<file path="src/rtl/sdram_port_arb.sv">
// Round-robin arbiter sharing one toggle-handshake SDRAM controller port
// among N level-request clients. Latches the winning client's request,
// toggles mem_req, steers returned read words back and pulses c_done.
module sdram_port_arb #(
  parameter int N       = 4,
  parameter int TIMEOUT = 1023
) (
  input  logic            clk,
  input  logic            resetn,
  input  logic [N-1:0]    c_req,
  input  logic [N-1:0]    c_wr,
  input  logic [N*25-1:0] c_addr,
  input  logic [N*32-1:0] c_din,
  input  logic [N*4-1:0]  c_be,
  input  logic [N*4-1:0]  c_burst,
  output logic [N-1:0]    c_rvalid,
  output logic [31:0]     c_rdata,
  output logic [N-1:0]    c_done,
  output logic            mem_req,
  input  logic            mem_ack,
  output logic            mem_wr,
  output logic [24:0]     mem_addr,
  output logic [31:0]     mem_din,
  output logic [3:0]      mem_be,
  output logic [3:0]      mem_burst,
  input  logic            mem_ready,
  input  logic [31:0]     mem_dout,
  output logic            busy,
  output logic            err
);

  localparam int IW = (N > 1) ? $clog2(N) : 1;
  localparam logic [IW-1:0] LAST = IW'(N - 1);
  localparam logic [9:0]    TO   = 10'(TIMEOUT);

  typedef enum logic [1:0] {IDLE, WAIT, DONE, HOLD} state_t;
  state_t state, state_nxt;

  logic [IW-1:0] rr, grant, pick;
  logic          found;
  logic [IW:0]   s;
  logic [9:0]    tcnt, tcnt_inc;
  logic          acked;

  logic          sel_wr;
  logic [24:0]   sel_addr;
  logic [31:0]   sel_din;
  logic [3:0]    sel_be, sel_burst;

  assign acked    = (mem_ack == mem_req);
  assign busy     = (state != IDLE);
  assign tcnt_inc = (tcnt == 10'h3FF) ? tcnt : tcnt + 10'd1;

  // Round-robin pick: first requester at or above rr, wrapping modulo N.
  always_comb begin
    found = 1'b0;
    pick  = '0;
    s     = '0;
    for (int k = 0; k < N; k++) begin
      s = {1'b0, rr} + (IW+1)'(k);
      if (s >= (IW+1)'(N)) s = s - (IW+1)'(N);
      if (!found && c_req[s[IW-1:0]]) begin
        found = 1'b1;
        pick  = s[IW-1:0];
      end
    end
  end

  // Field conditioning of the picked client: word-align address, writes are
  // single-word, reads always fetch full words with burst 0 meaning 1.
  always_comb begin
    sel_wr    = c_wr[pick];
    sel_addr  = {c_addr[int'(pick)*25+2 +: 23], 2'b00};
    sel_din   = c_din[int'(pick)*32 +: 32];
    sel_be    = sel_wr ? c_be[int'(pick)*4 +: 4] : 4'hF;
    sel_burst = c_burst[int'(pick)*4 +: 4];
    if (sel_wr)                sel_burst = 4'd1;
    else if (sel_burst == 4'd0) sel_burst = 4'd1;
  end

  // State register.
  always_ff @(posedge clk or negedge resetn) begin
    if (!resetn) state <= IDLE;
    else         state <= state_nxt;
  end

  // Next-state logic; DONE and HOLD each last exactly one cycle.
  always_comb begin
    state_nxt = state;
    case (state)
      IDLE: if (found) state_nxt = WAIT;
      WAIT: if (acked) state_nxt = DONE;
      DONE: state_nxt = HOLD;
      HOLD: state_nxt = IDLE;
      default: state_nxt = IDLE;
    endcase
  end

  // Datapath: request latch and toggle, read steering, completion, timeout.
  always_ff @(posedge clk or negedge resetn) begin
    if (!resetn) begin
      rr        <= '0;
      grant     <= '0;
      tcnt      <= '0;
      err       <= 1'b0;
      mem_req   <= 1'b0;
      mem_wr    <= 1'b0;
      mem_addr  <= '0;
      mem_din   <= '0;
      mem_be    <= '0;
      mem_burst <= '0;
      c_rvalid  <= '0;
      c_rdata   <= '0;
      c_done    <= '0;
    end else begin
      c_rvalid <= '0;
      c_done   <= '0;
      case (state)
        IDLE: if (found) begin
          grant     <= pick;
          mem_req   <= ~mem_req;
          mem_wr    <= sel_wr;
          mem_addr  <= sel_addr;
          mem_din   <= sel_din;
          mem_be    <= sel_be;
          mem_burst <= sel_burst;
        end
        WAIT: begin
          // A ready coinciding with the ack still delivers its word; it then
          // lands in the DONE cycle alongside c_done.
          if (mem_ready) begin
            c_rdata         <= mem_dout;
            c_rvalid[grant] <= 1'b1;
          end
          if (acked) c_done[grant] <= 1'b1;
          tcnt <= tcnt_inc;
          if (tcnt_inc >= TO) err <= 1'b1;
        end
        DONE: begin
          rr   <= (grant == LAST) ? '0 : grant + 1'b1;
          tcnt <= '0;
        end
        default: ;
      endcase
    end
  end

endmodule
</file>
<file path="config.mk">
export PLATFORM = sky130hd
export DESIGN_NAME = sdram_port_arb
export DESIGN_NICKNAME = d
export VERILOG_FILES = /design/src/rtl/sdram_port_arb.sv
export SDC_FILE = /design/constraint.sdc
export NUM_CORES = 1
export LEC_CHECK = 0
export BUFFER_PORTS_ARGS = -buffer_cell sky130_fd_sc_hd__buf_2
export CAP_MARGIN = 20
export CORE_AREA = 8 8 153 155
export CTS_CLUSTER_DIAMETER = 200
export DETAILED_ROUTE_END_ITERATION = 10
export DIE_AREA = 0 0 161 163
export PLACE_DENSITY = 0.65
export SYNTH_ARGS = -nofsm -noshare
export SYNTH_HDL_FRONTEND = slang
export SYNTH_SLANG_ARGS = --single-unit
</file>
<file path="constraint.sdc">
create_clock -name clk -period 3.4 [get_ports clk]
set_clock_uncertainty 0.1 [all_clocks]
set_input_delay 0.34 -clock clk [delete_from_list [all_inputs] [get_ports clk]]
set_output_delay 0.34 -clock clk [all_outputs]
set_load 0.005 [all_outputs]
</file>
# Word level (Yosys, flattened, before mapping)
# Cells that the tools add are included.
# word_totals
elab_cells	102
ff_bits	122
# classes
n_reduce_logical	15
eq_ne	8
shifts	4
magnitude_cmp	12
n_mux	37
mul	1
n_bitwise	1
add_sub_neg	10
# op_table
cell	count
$shiftx 128x8->32	1
$shiftx 100x9->23	1
$shiftx 16x5->4	2
$mux 4	7
$mux 2	11
$pmux 10 s2	1
$lt 2x3->1 const B	6
$add 10x1->10 const B	1
$bmux 1 s2	5
$eq 10x10->1 const B	1
$ge 10x10->1 const B	1
$mux 1	10
$mux 10	1
$ge 3x3->1 const B	3
$add 7x2->8 const B	1
$pmux 2 s4	1
$reduce_and 2->1	4
$sub 2x1->2 const B	4
$mul 2x5->7 const B	1
$add 2x2->3 const B	2
$eq 2x2->1 const B	3
$logic_and 1x1->1	4
$logic_not 4->1	1
$ne 2x2->1 const B	2
11 further kinds	14

# Depth between registers and ports, before layout
# depth
word_depth	18
mapped_depth	10

# Worst setup path after synthesis
# OpenSTA, ideal clock, no wires.
# synth_path
kind	flip-flop to flip-flop
from	register rr[1]
to	register mem_burst[0]
path_slack_ns	1.288
required_ns	3.213
stages_incl_launch_ff	8
n_path_buf	1
arrival_time_ns	1.925
path_cell_list	dfrtp_1 mux2_4 o221a_1 buf_6 mux2i_1 mux2i_1 or4_1 o211ai_1
# synth_via
elab_chain_len	18
elab_cells_between_ends	44
cone_classes	add/sub: 7; order compare: 4; shift: 1; mux: 24; reduce/logical: 8
# synth_lines
item	line_no	text
from (decl)	39	logic [IW-1:0] rr, grant, pick;
from (signal assigned)	140	rr <= (grant == LAST) ? '0 : grant + 1'b1;
parallel branches: the longest is 18 deep, another holds $add 2x1->3	--	
to (signal assigned)	126	mem_burst <= sel_burst;
to (decl)	25	output logic [3:0] mem_burst,
# Several ways; the timed one is not identified. The select of a mux whose other input is x is not followed.
# A chain may end at the register's enable or synchronous reset.

# Worst setup path in the final report
# Same ends and word-level chain as after synthesis.

==> results summary <==
The number of buffer and inverter instances along the worst setup path came out at 0. The post-synthesis sequential area ratio came out at between 40 and 50%. In this run the clock root is driven by a sky130_fd_sc_hd__clkbuf_16. The area share of the largest cell type after synthesis came out at a little over two fifths.

The required time of the worst setup path came out at roughly 3.6 ns. The wire length of the first global-routing pass came out at 40800 um. By instance count, the cell type seen most on the critical path is sky130_fd_sc_hd__mux2i_1. The setup TNS after final layout is 0 ns. After clock tree synthesis, the setup repair step added 0 buffers. The initial antenna violation count came out at 1. The worst path needs between 2 and 3 ns of the cycle, external delays included. The H-tree was split into 4 levels. At the later pin of the worst-skew pair, clock insertion delay measures ~0.40 ns. Traced cell by cell, the critical path runs through a21boi_0, o221a_4, mux2i_1, mux2i_1, or4_1, o211ai_1. Net switching is 38.8% of the power.

The net count of the finished layout is 1484. The number of setup violations in the final report came out at 0. Dividing the final minimum period by the clock period gives 81.4%. Before antenna repair, the detailed router went through 4 iterations. The data arrival time of the critical path came out at roughly 3 ns. The synthesized design contains 0 enable-type register cells. The total area inside the core boundary comes to approximately 21000 um^2. The sequential power share is a little under 30%. The total wire length came out at roughly 27000 um. After layout, the design draws a total of 8530 uW. Headroom to the max-slew limit came out at a little over half.

The largest net degree at the start of global routing is slightly below 80. The effective utilization at floorplan came out at 33.5%. Counting instances in the post-synthesis netlist gives the leading cell types as 262 x sky130_fd_sc_hd__nand2_1, 122 x sky130_fd_sc_hd__dfrtp_1, 63 x sky130_fd_sc_hd__and3_1. The maximum root-to-sink buffer count is 2. Across the run, the number of max-cap violations was 0. The worst setup path is captured at a register.

The number of sinks driven by the clock tree is 122. For the pin with the worst max-slew slack, the measured transition is around 0.70 ns. Setup repair after global routing left no endpoint under its margin. The number of top-level pins is ~410.

The slowest stage of the critical path belongs to the cell sky130_fd_sc_hd__o221a_4. The number of buffers inserted during clock tree synthesis is 17. In this run the cell area measured after placement is 9270 um^2. In this run the worst hold path is classified as in -> reg. Of all cell types, the one taking the most synthesized area is sky130_fd_sc_hd__dfrtp_1.

The area of all placed cells without fillers came out at 9900 um^2. The minimum hold slack came out at 0.0656 ns. The overall track demand over capacity in global routing is roughly a fifth.

The chip width came out at approximately 160 um. The flow ran to the end, and the final reports show no timing, DRC or antenna violations. The fraction of power consumed by the clock network is 21.9%. The clock slew at the register clock pins of the worst setup and hold paths came out at 0.06 ns. During synthesis, Yosys emitted a total of 0 warnings. The kind of critical path is reg -> reg. The mean instance size in the synthesized netlist came out at 8.77 um^2. The count of different cell masters after synthesis came out at 49.

Along the worst path, the maximum fanout reaches 30. The switching power is around 3300 uW. The fraction of power consumed by combinational cells is about half.

The number of pins with negative max-slew slack in the final report was 0. The die covers roughly 26000 um^2. The first routing iteration left between 300 and 400 violations. Yosys instantiated no cell more often than sky130_fd_sc_hd__nand2_1.

The area overhead of the layout relative to synthesis is 41.9%. The category of cells accounting for the largest share of critical-path delay is compound AO/OA/AOI/OAI gates. The stage delay of the slowest cell on the critical path is 0.63 ns. In the final layout, the share of cells above drive strength 1 is around two fifths. TritonCTS built the clock tree. Yosys attributes the largest share of cell area to sky130_fd_sc_hd__dfrtp_1 44%, sky130_fd_sc_hd__nand2_1 14%, sky130_fd_sc_hd__a311oi_1 6.9%. The final-layout fill cell count came out at between 2000 and 2500. The initialized floorplan defines between 50 and 60 standard-cell rows. The share of synthesized flip-flops with an asynchronous set or reset is 100%.

The remaining design rule violation count came out at 0. The final hold violation count came out at 0. The number of standard cells in the final layout excluding fillers came out at between 1000 and 1500. The internal portion of the total power is between 5000 and 6000 uW. The total of flip-flops plus latches after synthesis came out at 122.

After synthesis the cells add up to 6980 um^2. The ratio of total power to cell area came out at around 860 nW/um^2. In the final routed layout, each cell accounts on average for about 18 um. The number of placed instances, taps included, is 1427. The height of the die came out at around 160 um.

Static timing analysis puts the maximum clock frequency at approximately 360 MHz. The total global routing overflow is 0. The final weighted congestion of routability-driven global placement is between 0.8 and 0.9. The instance count of the mapped netlist came out at around 800. The antenna diode instance count came out at 0. The count of input and output buffers came out at between 400 and 500. Across the VDD grid, the largest voltage drop is between 0.2 and 0.3 mV. The total via count in the routed design came out at roughly 7300. The leakage power of the design came out at 0.00545 uW. The category of the worst setup path launch point is a register. Detailed placement finished with a half-perimeter wire length of between 20000 and 25000 um. The mean number of vias per cell came out at ~5.0. The count of nets left with antenna violations once routing finished came out at 0. The via count of the first global-routing pass came out at roughly 7400. The top flip-flop cell by instance count after synthesis is sky130_fd_sc_hd__dfrtp_1.
worst reg2reg max path: cells and delay by family, from the launching register on:
kind               cells  cell delay [ns]
AOI/OAI and AO/OA      3             1.21
DFF                    1             0.46
muxes                  2             0.38
and+or+nand+nor        1             0.53
final cells by class:
cell class / instances / area, um^2 / area share, %
Multi-Input combinational cell: 595 / 3600 / 36.4
Sequential cell: 122 / 3050 / 30.8
Timing Repair Buffer: 422 / 2230 / 22.5
Clock buffer: 19 / 453 / 4.57
Tap cell: 275 / 344 / 3.48
Clock inverter: 13 / 166 / 1.68
Inverter: 14 / 52.6 / 0.531
cell usage in the layout (no fill, tap or decap), types with 16 or more instances in the layout:
master                      instances
sky130_fd_sc_hd__a21o_1            57
sky130_fd_sc_hd__a21oi_1           16
sky130_fd_sc_hd__a311oi_1          55
sky130_fd_sc_hd__and3_1            63
sky130_fd_sc_hd__buf_2            401
sky130_fd_sc_hd__clkbuf_16         17
sky130_fd_sc_hd__dfrtp_1          122
sky130_fd_sc_hd__mux2_2            36
sky130_fd_sc_hd__mux2i_1           16
sky130_fd_sc_hd__nand2_1          262
per-layer routing:
metal	wire [um]	track usage [%]	up-vias
li1	-	-	3552
met1	10600	22.2	3361
met2	13100	33.2	326
met3	2370	7.13	38
met4	760	7.74	2
met5	13	0	-
registers in the layout (all words and copies together), names as in the netlist:
name / count
c_done: 4
c_rdata: 32
c_rvalid: 4
err: 1
grant: 2
mem_addr: 23
mem_be: 4
mem_burst: 4
mem_din: 32
mem_req: 1
mem_wr: 1
rr: 2
state: 2
tcnt: 10
timing repair:
action                                 4_1_cts  5_1_grt
hold buffers                                 1        0
resized for setup                            0        0
endpoints found under the hold margin       49        0
power groups by stage:
stage	Clock (uW)	Sequential, uW	Combinational [uW]
2_1_floorplan	0	2560	2500
3_3_place_gp	0	2520	4140
3_5_place_dp	0	2550	4200
4_1_cts	1920	2530	4210
5_1_grt	1990	2610	4580
6_report	1870	2530	4130
logic make-up (layout without fill, tap and decap cells):
logic type               after synthesis  after routing  share of synthesized area [%]
AND/OR/NAND/NOR                      360            360                           22.6
flip-flops                           122            122                           43.7
XOR/XNOR                               3              3                          0.377
other                                  1              2                         0.0537
buffers and inverters                 80            468                           5.22
multiplexers                          53             53                           8.32
AO/OA/AOI/OAI                        169            169                           18.3
adder cells (fa/ha/maj)                8              8                           1.43
worst paths after layout:
kind                                    from           end  slack, ns  cells past startpoint
worst max-delay path                   rr[1]  mem_burst[0]       0.63                      6
worst min-delay path            mem_dout[14]   c_rdata[14]       0.07                      2
worst max register to register         rr[1]  mem_burst[0]       0.63                      6
worst min register to register           err           err       0.37                      1
max in group asynchronous             resetn      grant[0]       2.03                      3
min in group asynchronous             resetn           err       0.41                      2
through the flow:
step                      utilization [%]  setup slack [ns]
final                                47.5             0.634
after global placement               44.5             0.696
after global routing                 47.5             0.432
after detailed placement             44.5             0.647
after CTS                            47.5             0.615
after floorplan                         -              1.29
(Power assumes the default switching activity.)
